[src/rtl/calc_pkg.sv]
// Shared definitions for the calculator sequencer.
// Holds the sequencer state encoding, the op codes carried on the 2-bit op
// input, and the single-cycle ALU used for add/sub/pass updates.
package calc_pkg;

    typedef enum logic [2:0] {
        ST_IDLE = 3'd0,
        ST_LOAD = 3'd1,
        ST_EXEC = 3'd2,
        ST_MUL  = 3'd3,
        ST_DONE = 3'd4
    } state_t;

    localparam logic [1:0] OP_ADD  = 2'b00;
    localparam logic [1:0] OP_SUB  = 2'b01;
    localparam logic [1:0] OP_MUL  = 2'b10;
    localparam logic [1:0] OP_PASS = 2'b11;

    localparam logic [2:0] MUL_LAST = 3'd7;

    // Returns {flag, value}: flag is carry-out for add, borrow for sub
    // (bit 8 of the 9-bit difference is set exactly when a < b), 0 for pass.
    function automatic logic [8:0] calc_alu(input logic [7:0] a,
                                            input logic [7:0] b,
                                            input logic [1:0] op_sel);
        logic [8:0] r;
        case (op_sel)
            OP_ADD:  r = {1'b0, a} + {1'b0, b};
            OP_SUB:  r = {1'b0, a} - {1'b0, b};
            OP_PASS: r = {1'b0, b};
            default: r = 9'd0;
        endcase
        return r;
    endfunction

endpackage

[src/rtl/tgl_edge.sv]
// Toggle-to-event converter.
// Ports: clk, reset_n (async active-low), tgl_i (toggle-encoded command
// level), evt_o (high for the cycle in which tgl_i differs from the level
// registered at the previous edge). The history register clears to 0 on
// reset, so the first level change after reset is the first event.
module tgl_edge (
    input  logic clk,
    input  logic reset_n,
    input  logic tgl_i,
    output logic evt_o
);

    logic prev_q;
    logic prev_d;

    // Next history value is simply the current toggle level.
    always_comb begin
        prev_d = tgl_i;
    end

    // Toggle history register.
    always_ff @(posedge clk or negedge reset_n) begin
        if (!reset_n) begin
            prev_q <= 1'b0;
        end else begin
            prev_q <= prev_d;
        end
    end

    assign evt_o = tgl_i ^ prev_q;

endmodule

[src/rtl/calc_sequencer.sv]
// Toggle-commanded 8-bit accumulator sequencer.
// Ports:
//   clk, reset_n                 clock, async active-low reset
//   store_tgl/update_tgl/        toggle-encoded commands (each level change
//   show_tgl/clear_tgl           is one event)
//   operand[7:0], op[1:0]        sampled when a command is dispatched
//   result[7:0]                  acc when disp_total=1, else opnd_reg
//   disp_total                   display-source flag
//   ovf                          overflow of the last update (sticky)
//   busy                         high whenever the sequencer is not IDLE
//   done                         one-cycle pulse after store/update completes
// Store/update/show events are queued in one pending flag each and served
// from IDLE in priority store > update > show. Clear acts immediately.
module calc_sequencer
    import calc_pkg::*;
(
    input  logic       clk,
    input  logic       reset_n,
    input  logic       store_tgl,
    input  logic       update_tgl,
    input  logic       show_tgl,
    input  logic       clear_tgl,
    input  logic [7:0] operand,
    input  logic [1:0] op,
    output logic [7:0] result,
    output logic       disp_total,
    output logic       ovf,
    output logic       busy,
    output logic       done
);

    logic evt_store;
    logic evt_update;
    logic evt_show;
    logic evt_clear;

    state_t      state_q,       state_d;
    logic [7:0]  acc_q,         acc_d;
    logic [7:0]  opnd_q,        opnd_d;
    logic        ovf_q,         ovf_d;
    logic        disp_q,        disp_d;
    logic        pend_store_q,  pend_store_d;
    logic        pend_update_q, pend_update_d;
    logic        pend_show_q,   pend_show_d;
    logic [7:0]  lat_opnd_q,    lat_opnd_d;
    logic [1:0]  lat_op_q,      lat_op_d;
    logic [15:0] mcand_q,       mcand_d;
    logic [7:0]  mplier_q,      mplier_d;
    logic [15:0] prod_q,        prod_d;
    logic [2:0]  cnt_q,         cnt_d;
    logic [7:0]  result_q,      result_d;
    logic        busy_q,        busy_d;
    logic        done_q,        done_d;

    logic [15:0] mul_sum;
    logic [8:0]  alu_res;

    tgl_edge u_edge_store  (.clk(clk), .reset_n(reset_n), .tgl_i(store_tgl),  .evt_o(evt_store));
    tgl_edge u_edge_update (.clk(clk), .reset_n(reset_n), .tgl_i(update_tgl), .evt_o(evt_update));
    tgl_edge u_edge_show   (.clk(clk), .reset_n(reset_n), .tgl_i(show_tgl),   .evt_o(evt_show));
    tgl_edge u_edge_clear  (.clk(clk), .reset_n(reset_n), .tgl_i(clear_tgl),  .evt_o(evt_clear));

    // Next-state, datapath and output decode for the sequencer.
    always_comb begin
        state_d       = state_q;
        acc_d         = acc_q;
        opnd_d        = opnd_q;
        ovf_d         = ovf_q;
        disp_d        = disp_q;
        pend_store_d  = pend_store_q  | evt_store;
        pend_update_d = pend_update_q | evt_update;
        pend_show_d   = pend_show_q   | evt_show;
        lat_opnd_d    = lat_opnd_q;
        lat_op_d      = lat_op_q;
        mcand_d       = mcand_q;
        mplier_d      = mplier_q;
        prod_d        = prod_q;
        cnt_d         = cnt_q;

        // One shift-add step: add the shifted multiplicand when the current
        // multiplier LSB is set.
        mul_sum = prod_q + (mplier_q[0] ? mcand_q : 16'd0);
        alu_res = calc_alu(acc_q, lat_opnd_q, lat_op_q);

        if (evt_clear) begin
            // Clear wins over everything, including events seen this edge.
            state_d       = ST_IDLE;
            acc_d         = 8'd0;
            opnd_d        = 8'd0;
            ovf_d         = 1'b0;
            disp_d        = 1'b0;
            pend_store_d  = 1'b0;
            pend_update_d = 1'b0;
            pend_show_d   = 1'b0;
        end else begin
            case (state_q)
                ST_IDLE: begin
                    // A fresh event of the served type re-arms its flag.
                    if (pend_store_q) begin
                        pend_store_d = evt_store;
                        lat_opnd_d   = operand;
                        lat_op_d     = op;
                        state_d      = ST_LOAD;
                    end else if (pend_update_q) begin
                        pend_update_d = evt_update;
                        lat_opnd_d    = operand;
                        lat_op_d      = op;
                        mcand_d       = {8'd0, acc_q};
                        mplier_d      = operand;
                        prod_d        = 16'd0;
                        cnt_d         = 3'd0;
                        state_d       = (op == OP_MUL) ? ST_MUL : ST_EXEC;
                    end else if (pend_show_q) begin
                        pend_show_d = evt_show;
                        disp_d      = ~disp_q;
                    end else begin
                        state_d = ST_IDLE;
                    end
                end
                ST_LOAD: begin
                    acc_d   = lat_opnd_q;
                    opnd_d  = lat_opnd_q;
                    ovf_d   = 1'b0;
                    state_d = ST_DONE;
                end
                ST_EXEC: begin
                    acc_d   = alu_res[7:0];
                    ovf_d   = alu_res[8];
                    opnd_d  = lat_opnd_q;
                    state_d = ST_DONE;
                end
                ST_MUL: begin
                    prod_d   = mul_sum;
                    mcand_d  = {mcand_q[14:0], 1'b0};
                    mplier_d = {1'b0, mplier_q[7:1]};
                    cnt_d    = cnt_q + 3'd1;
                    if (cnt_q == MUL_LAST) begin
                        acc_d   = mul_sum[7:0];
                        ovf_d   = |mul_sum[15:8];
                        state_d = ST_DONE;
                    end else begin
                        state_d = ST_MUL;
                    end
                end
                ST_DONE: begin
                    state_d = ST_IDLE;
                end
                default: begin
                    state_d = ST_IDLE;
                end
            endcase
        end

        // Outputs are decoded from next-state values so they register
        // alongside the state they describe.
        busy_d   = (state_d != ST_IDLE);
        done_d   = (state_d == ST_DONE);
        result_d = disp_d ? acc_d : opnd_d;
    end

    // Sequencer state, datapath and registered outputs.
    always_ff @(posedge clk or negedge reset_n) begin
        if (!reset_n) begin
            state_q       <= ST_IDLE;
            acc_q         <= 8'd0;
            opnd_q        <= 8'd0;
            ovf_q         <= 1'b0;
            disp_q        <= 1'b0;
            pend_store_q  <= 1'b0;
            pend_update_q <= 1'b0;
            pend_show_q   <= 1'b0;
            lat_opnd_q    <= 8'd0;
            lat_op_q      <= 2'd0;
            mcand_q       <= 16'd0;
            mplier_q      <= 8'd0;
            prod_q        <= 16'd0;
            cnt_q         <= 3'd0;
            result_q      <= 8'd0;
            busy_q        <= 1'b0;
            done_q        <= 1'b0;
        end else begin
            state_q       <= state_d;
            acc_q         <= acc_d;
            opnd_q        <= opnd_d;
            ovf_q         <= ovf_d;
            disp_q        <= disp_d;
            pend_store_q  <= pend_store_d;
            pend_update_q <= pend_update_d;
            pend_show_q   <= pend_show_d;
            lat_opnd_q    <= lat_opnd_d;
            lat_op_q      <= lat_op_d;
            mcand_q       <= mcand_d;
            mplier_q      <= mplier_d;
            prod_q        <= prod_d;
            cnt_q         <= cnt_d;
            result_q      <= result_d;
            busy_q        <= busy_d;
            done_q        <= done_d;
        end
    end

    assign result     = result_q;
    assign disp_total = disp_q;
    assign ovf        = ovf_q;
    assign busy       = busy_q;
    assign done       = done_q;

endmodule

[config.mk]
export PLATFORM = sky130hd
export DESIGN_NAME = calc_sequencer
export DESIGN_NICKNAME = d
export VERILOG_FILES = /design/src/rtl/calc_pkg.sv /design/src/rtl/tgl_edge.sv /design/src/rtl/calc_sequencer.sv
export SDC_FILE = /design/constraint.sdc
export NUM_CORES = 1
export LEC_CHECK = 0
export CELL_PAD_IN_SITES_DETAIL_PLACEMENT = 1
export CELL_PAD_IN_SITES_GLOBAL_PLACEMENT = 1
export CORE_MARGIN = 10
export CORE_UTILIZATION = 50
export CTS_CLUSTER_SIZE = 30
export DETAILED_ROUTE_END_ITERATION = 12
export GPL_TIMING_DRIVEN = 0
export PLACE_DENSITY_LB_ADDON = 0.1
export SETUP_SLACK_MARGIN = 0.02
export SYNTH_ARGS = -nofsm -noshare
export SYNTH_HDL_FRONTEND = slang
export SYNTH_SLANG_ARGS = --single-unit
[constraint.sdc]
create_clock -name clk -period 4.9 [get_ports clk]
set_input_delay 0.735 -clock clk [delete_from_list [all_inputs] [get_ports clk]]
set_output_delay 0.735 -clock clk [all_outputs]
set_load 0.02 [all_outputs]
==> impl_metrics.json <==
{
  "num_vias": 4063,
  "antenna_found_initial": 0,
  "swShare_pct": 38.7,
  "ios": 28,
  "die_w_um": 121,
  "p_comb_share_pct": 42.3,
  "finalMaxSlewViolations": 0,
  "layout_min_cycle_time_ns": 3.60,
  "p_seq_share_pct": 39.0,
  "synth_area_per_cell_um2": 10.1,
  "h-tree-depth": 3,
  "switchingPower_mw": 1.05,
  "placed_cells": 673,
  "syn_inst": 512,
  "slew_headroom_pct": 41.5,
  "viasPerCell": 5.91,
  "synth_edf_count": 0,
  "globalRouteOverflowTotal": 0,
  "drt-initial-drc-count": 219,
  "num_rows": 36,
  "cp_max_fo": 10,
  "grt_max_degree": 48,
  "insertion_delay_ns": 0.36,
  "ctsResizeCount": 0,
  "synth_seq_area_share_pct": 44.2,
  "start_util_pct": 52.0,
  "nets": 595,
  "finalWorstSetupSlack_ns": 1.30,
  "drc": 0,
  "cts_setup_buffers": 0,
  "finClkSkew_ns": 0.00749,
  "dpl.hpwl_mm": 10.7,
  "pre_cts_slack_ns": 1.29,
  "required_ns": 5.13,
  "fp.dieArea_mm2": 0.0148,
  "cp-start-kind": "register",
  "postCtsHoldBufs": 0,
  "status": "completed",
  "ys_ff_latch": 91,
  "cts_sinks": 91,
  "drtPass1Iterations": 5,
  "hold_class": "in2async",
  "cts_buffers": 9,
  "path_clk_slew_ns": 0.09,
  "fin_tns_setup_ns": 0,
  "die_height_um": 121,
  "setup_viol": 0,
  "gp_congestion": 0.950,
  "power_density_mw_per_mm2": 467,
  "ant_nets": 0,
  "cts_root_buf": "clkbuf_8",
  "cap_violations": 0,
  "cts_tree": "done",
  "antenna_cells": 0,
  "rsz0062_at_grt": "no",
  "end_kind": "register",
  "core-area_mm2": 0.00991,
  "io_buffer_count": 27,
  "synthToLayoutAreaGrowth_pct": 12.7,
  "fin_crit_sh_pct": 73.4,
  "num-fill-cells": 1100,
  "p_int_mw": 1.66,
  "synth-async-reset-ratio_pct": 100,
  "final_cells": 688,
  "critPathArrivalTime_ns": 3.83,
  "grt_pass1_wl_mm": 22.9,
  "crit_type": "reg2reg",
  "grt_pass1_vias": 4400,
  "syn_nets": 556,
  "avgRoutedWirePerCell_um": 19.9,
  "syn_area_mm2": 0.00515,
  "clkPwrFrac_pct": 18.7,
  "synth.distinct_cells": 60,
  "wirelength_mm": 13.7,
  "timing.fmax_mhz": 278,
  "ir_drop_v": 0.000329,
  "synthFlopType": "dfrtp_1",
  "p_leak_nw": 2.69,
  "worstMarginPinSlew_ns": 0.871,
  "yosys_warnings": 0,
  "grt_usage_pct": 19.2,
  "clk_path_buf_depth": 2,
  "hold_viol": 0,
  "drive_above_1_share_pct": 8.29,
  "p_total_mw": 2.71
}
-- cells by family after synthesis --
kind of cell / count (synthesis) / synth area share, %
AOI/OAI and AO/OA: 135 / 17.7
xor gates and xnor gates: 31 / 5.27
adders and majority gates: 28 / 7.09
buffers and inverters: 38 / 3.26
DFF: 91 / 44.2
muxes: 38 / 7.75
and+or+nand+nor: 151 / 14.7
-- synth_stat cells (4+ instances only) --
| master | instances | share of area [%] |
|---|---|---|
| nor2_1 | 33 | 2.4 |
| inv_1 | 14 | 1.0 |
| nor2b_1 | 6 | 0.73 |
| nand3_1 | 10 | 0.97 |
| xor2_1 | 10 | 1.7 |
| o21ai_0 | 34 | 3.3 |
| or3_1 | 5 | 0.61 |
| nand2_1 | 42 | 3.1 |
| dfrtp_1 | 91 | 44 |
| clkbuf_1 | 15 | 1.1 |
| xnor2_1 | 21 | 3.6 |
| and2_1 | 18 | 2.2 |
| o21a_1 | 5 | 0.73 |
| mux2_2 | 15 | 3.3 |
| a22o_1 | 23 | 3.9 |
| a21oi_1 | 34 | 3.3 |
| nor3_1 | 14 | 1.4 |
| a221oi_1 | 4 | 0.68 |
| mux2i_1 | 23 | 4.5 |
| ha_1 | 26 | 6.3 |
-- metal layers --
layer	vias to the layer above	global-route usage (%)	routed length, um
met1	2050	24.0	6190
met5	-	0	0
met4	0	5.07	165
li1	1923	-	-
met2	73	33.0	6890
met3	17	3.77	464
-- per-stage QoR --
| stage | utilization [%] | instance area [um^2] | hold slack (ns) |
|---|---|---|---|
| after floorplan | - | 5150 | 0.438 |
| after global placement | 56.4 | 5590 | 0.457 |
| after detailed placement | 56.6 | 5610 | 0.475 |
| after CTS | 58.6 | 5800 | 0.382 |
| after global routing | 58.6 | 5800 | 0.395 |
| final | 58.6 | 5800 | 0.361 |
-- registers in the layout, summed over array words and instances, names as in the netlist --
register	flops
acc_q	8
busy	1
cnt_q	3
disp_total	1
done	1
lat_op_q	2
lat_opnd_q	8
mcand_q	16
mplier_q	8
opnd_q	8
ovf	1
pend_show_q	1
pend_store_q	1
pend_update_q	1
prod_q	16
result	8
state_q	3
u_edge_clear.prev_q	1
u_edge_show.prev_q	1
u_edge_store.prev_q	1
u_edge_update.prev_q	1
-- cell type report --
class                   count  area [um^2]  share of cell area (%)
plain buffers              24          115                    1.98
multi-input cells         383         2710                    46.6
flip-flops and latches     91         2280                    39.2
inverters                  14         52.6                   0.906
well taps                 133          166                    2.87
clock buffers              10          138                    2.37
repair buffers             28          295                    5.09
clock inverters             5         53.8                   0.927
-- worst max-delay path, stage by stage (launching register included) --
cell	delay [ns]
dfrtp_1	0.45
clkbuf_1	0.26
and2_1	0.20
ha_1	0.22
fa_1	0.42
a21o_1	0.23
a221oi_4	0.31
o21ai_0	0.18
xnor2_1	0.17
or4_1	0.51
nor4b_2	0.34
a41oi_1	0.16
-- power by group through the flow --
stage / registers [mW] / clock network [mW] / logic, mW
after floorplan: 1.05 / 0 / 0.804
after global placement: 1.06 / 0 / 1.07
after detailed placement: 1.07 / 0 / 1.14
after CTS: 1.06 / 0.513 / 1.15
after global routing: 1.08 / 0.547 / 1.27
final: 1.06 / 0.507 / 1.15
-- path summary, 6_finish.rpt --
kind,from,cells past startpoint,endpoint,slack (ns)
worst max-delay path,mplier_q[0],11,ovf,1.30
worst min-delay path,reset_n,1,u_edge_update.prev_q,0.36
worst max register to register,mplier_q[0],11,ovf,1.30
worst min register to register,cnt_q[0],1,cnt_q[0],0.49
max in group asynchronous,reset_n,2,mcand_q[5],3.90
min in group clk,cnt_q[0],1,cnt_q[0],0.49
-- layout by cell type, fill, tap and decap left out, types with 3 or more instances in the layout --
master           Yosys  routed
nand2b_1             3       3
nand3b_1             3       3
a22oi_1              3       3
a21oi_1             34      34
and2_1              18      18
a21o_1               3       3
nor3_1              14      14
nor3b_1              3       3
nor2b_1              6       6
a31oi_1              3       3
or3_1                5       5
inv_1               14      14
o211ai_1             3       3
o21a_1               5       5
nand3_1             10      10
a22o_1              23      23
and3_1               3       3
clkdlybuf4s50_1      0      26
o21ai_0             34      34
xnor2_1             21      21
dfrtp_1             91      91
buf_4                2       3
a211oi_1             3       3
clkbuf_1            15      15
nor2_1              33      33
nand2_1             42      42
mux2_2              15      15
xor2_1              10      10
clkinv_2             0       3
buf_1                3       3
clkbuf_8             0      10
mux2i_1             23      23
a221oi_1             4       4
ha_1                26      26
No activity file was read; power rests on OpenSTA's default activity.
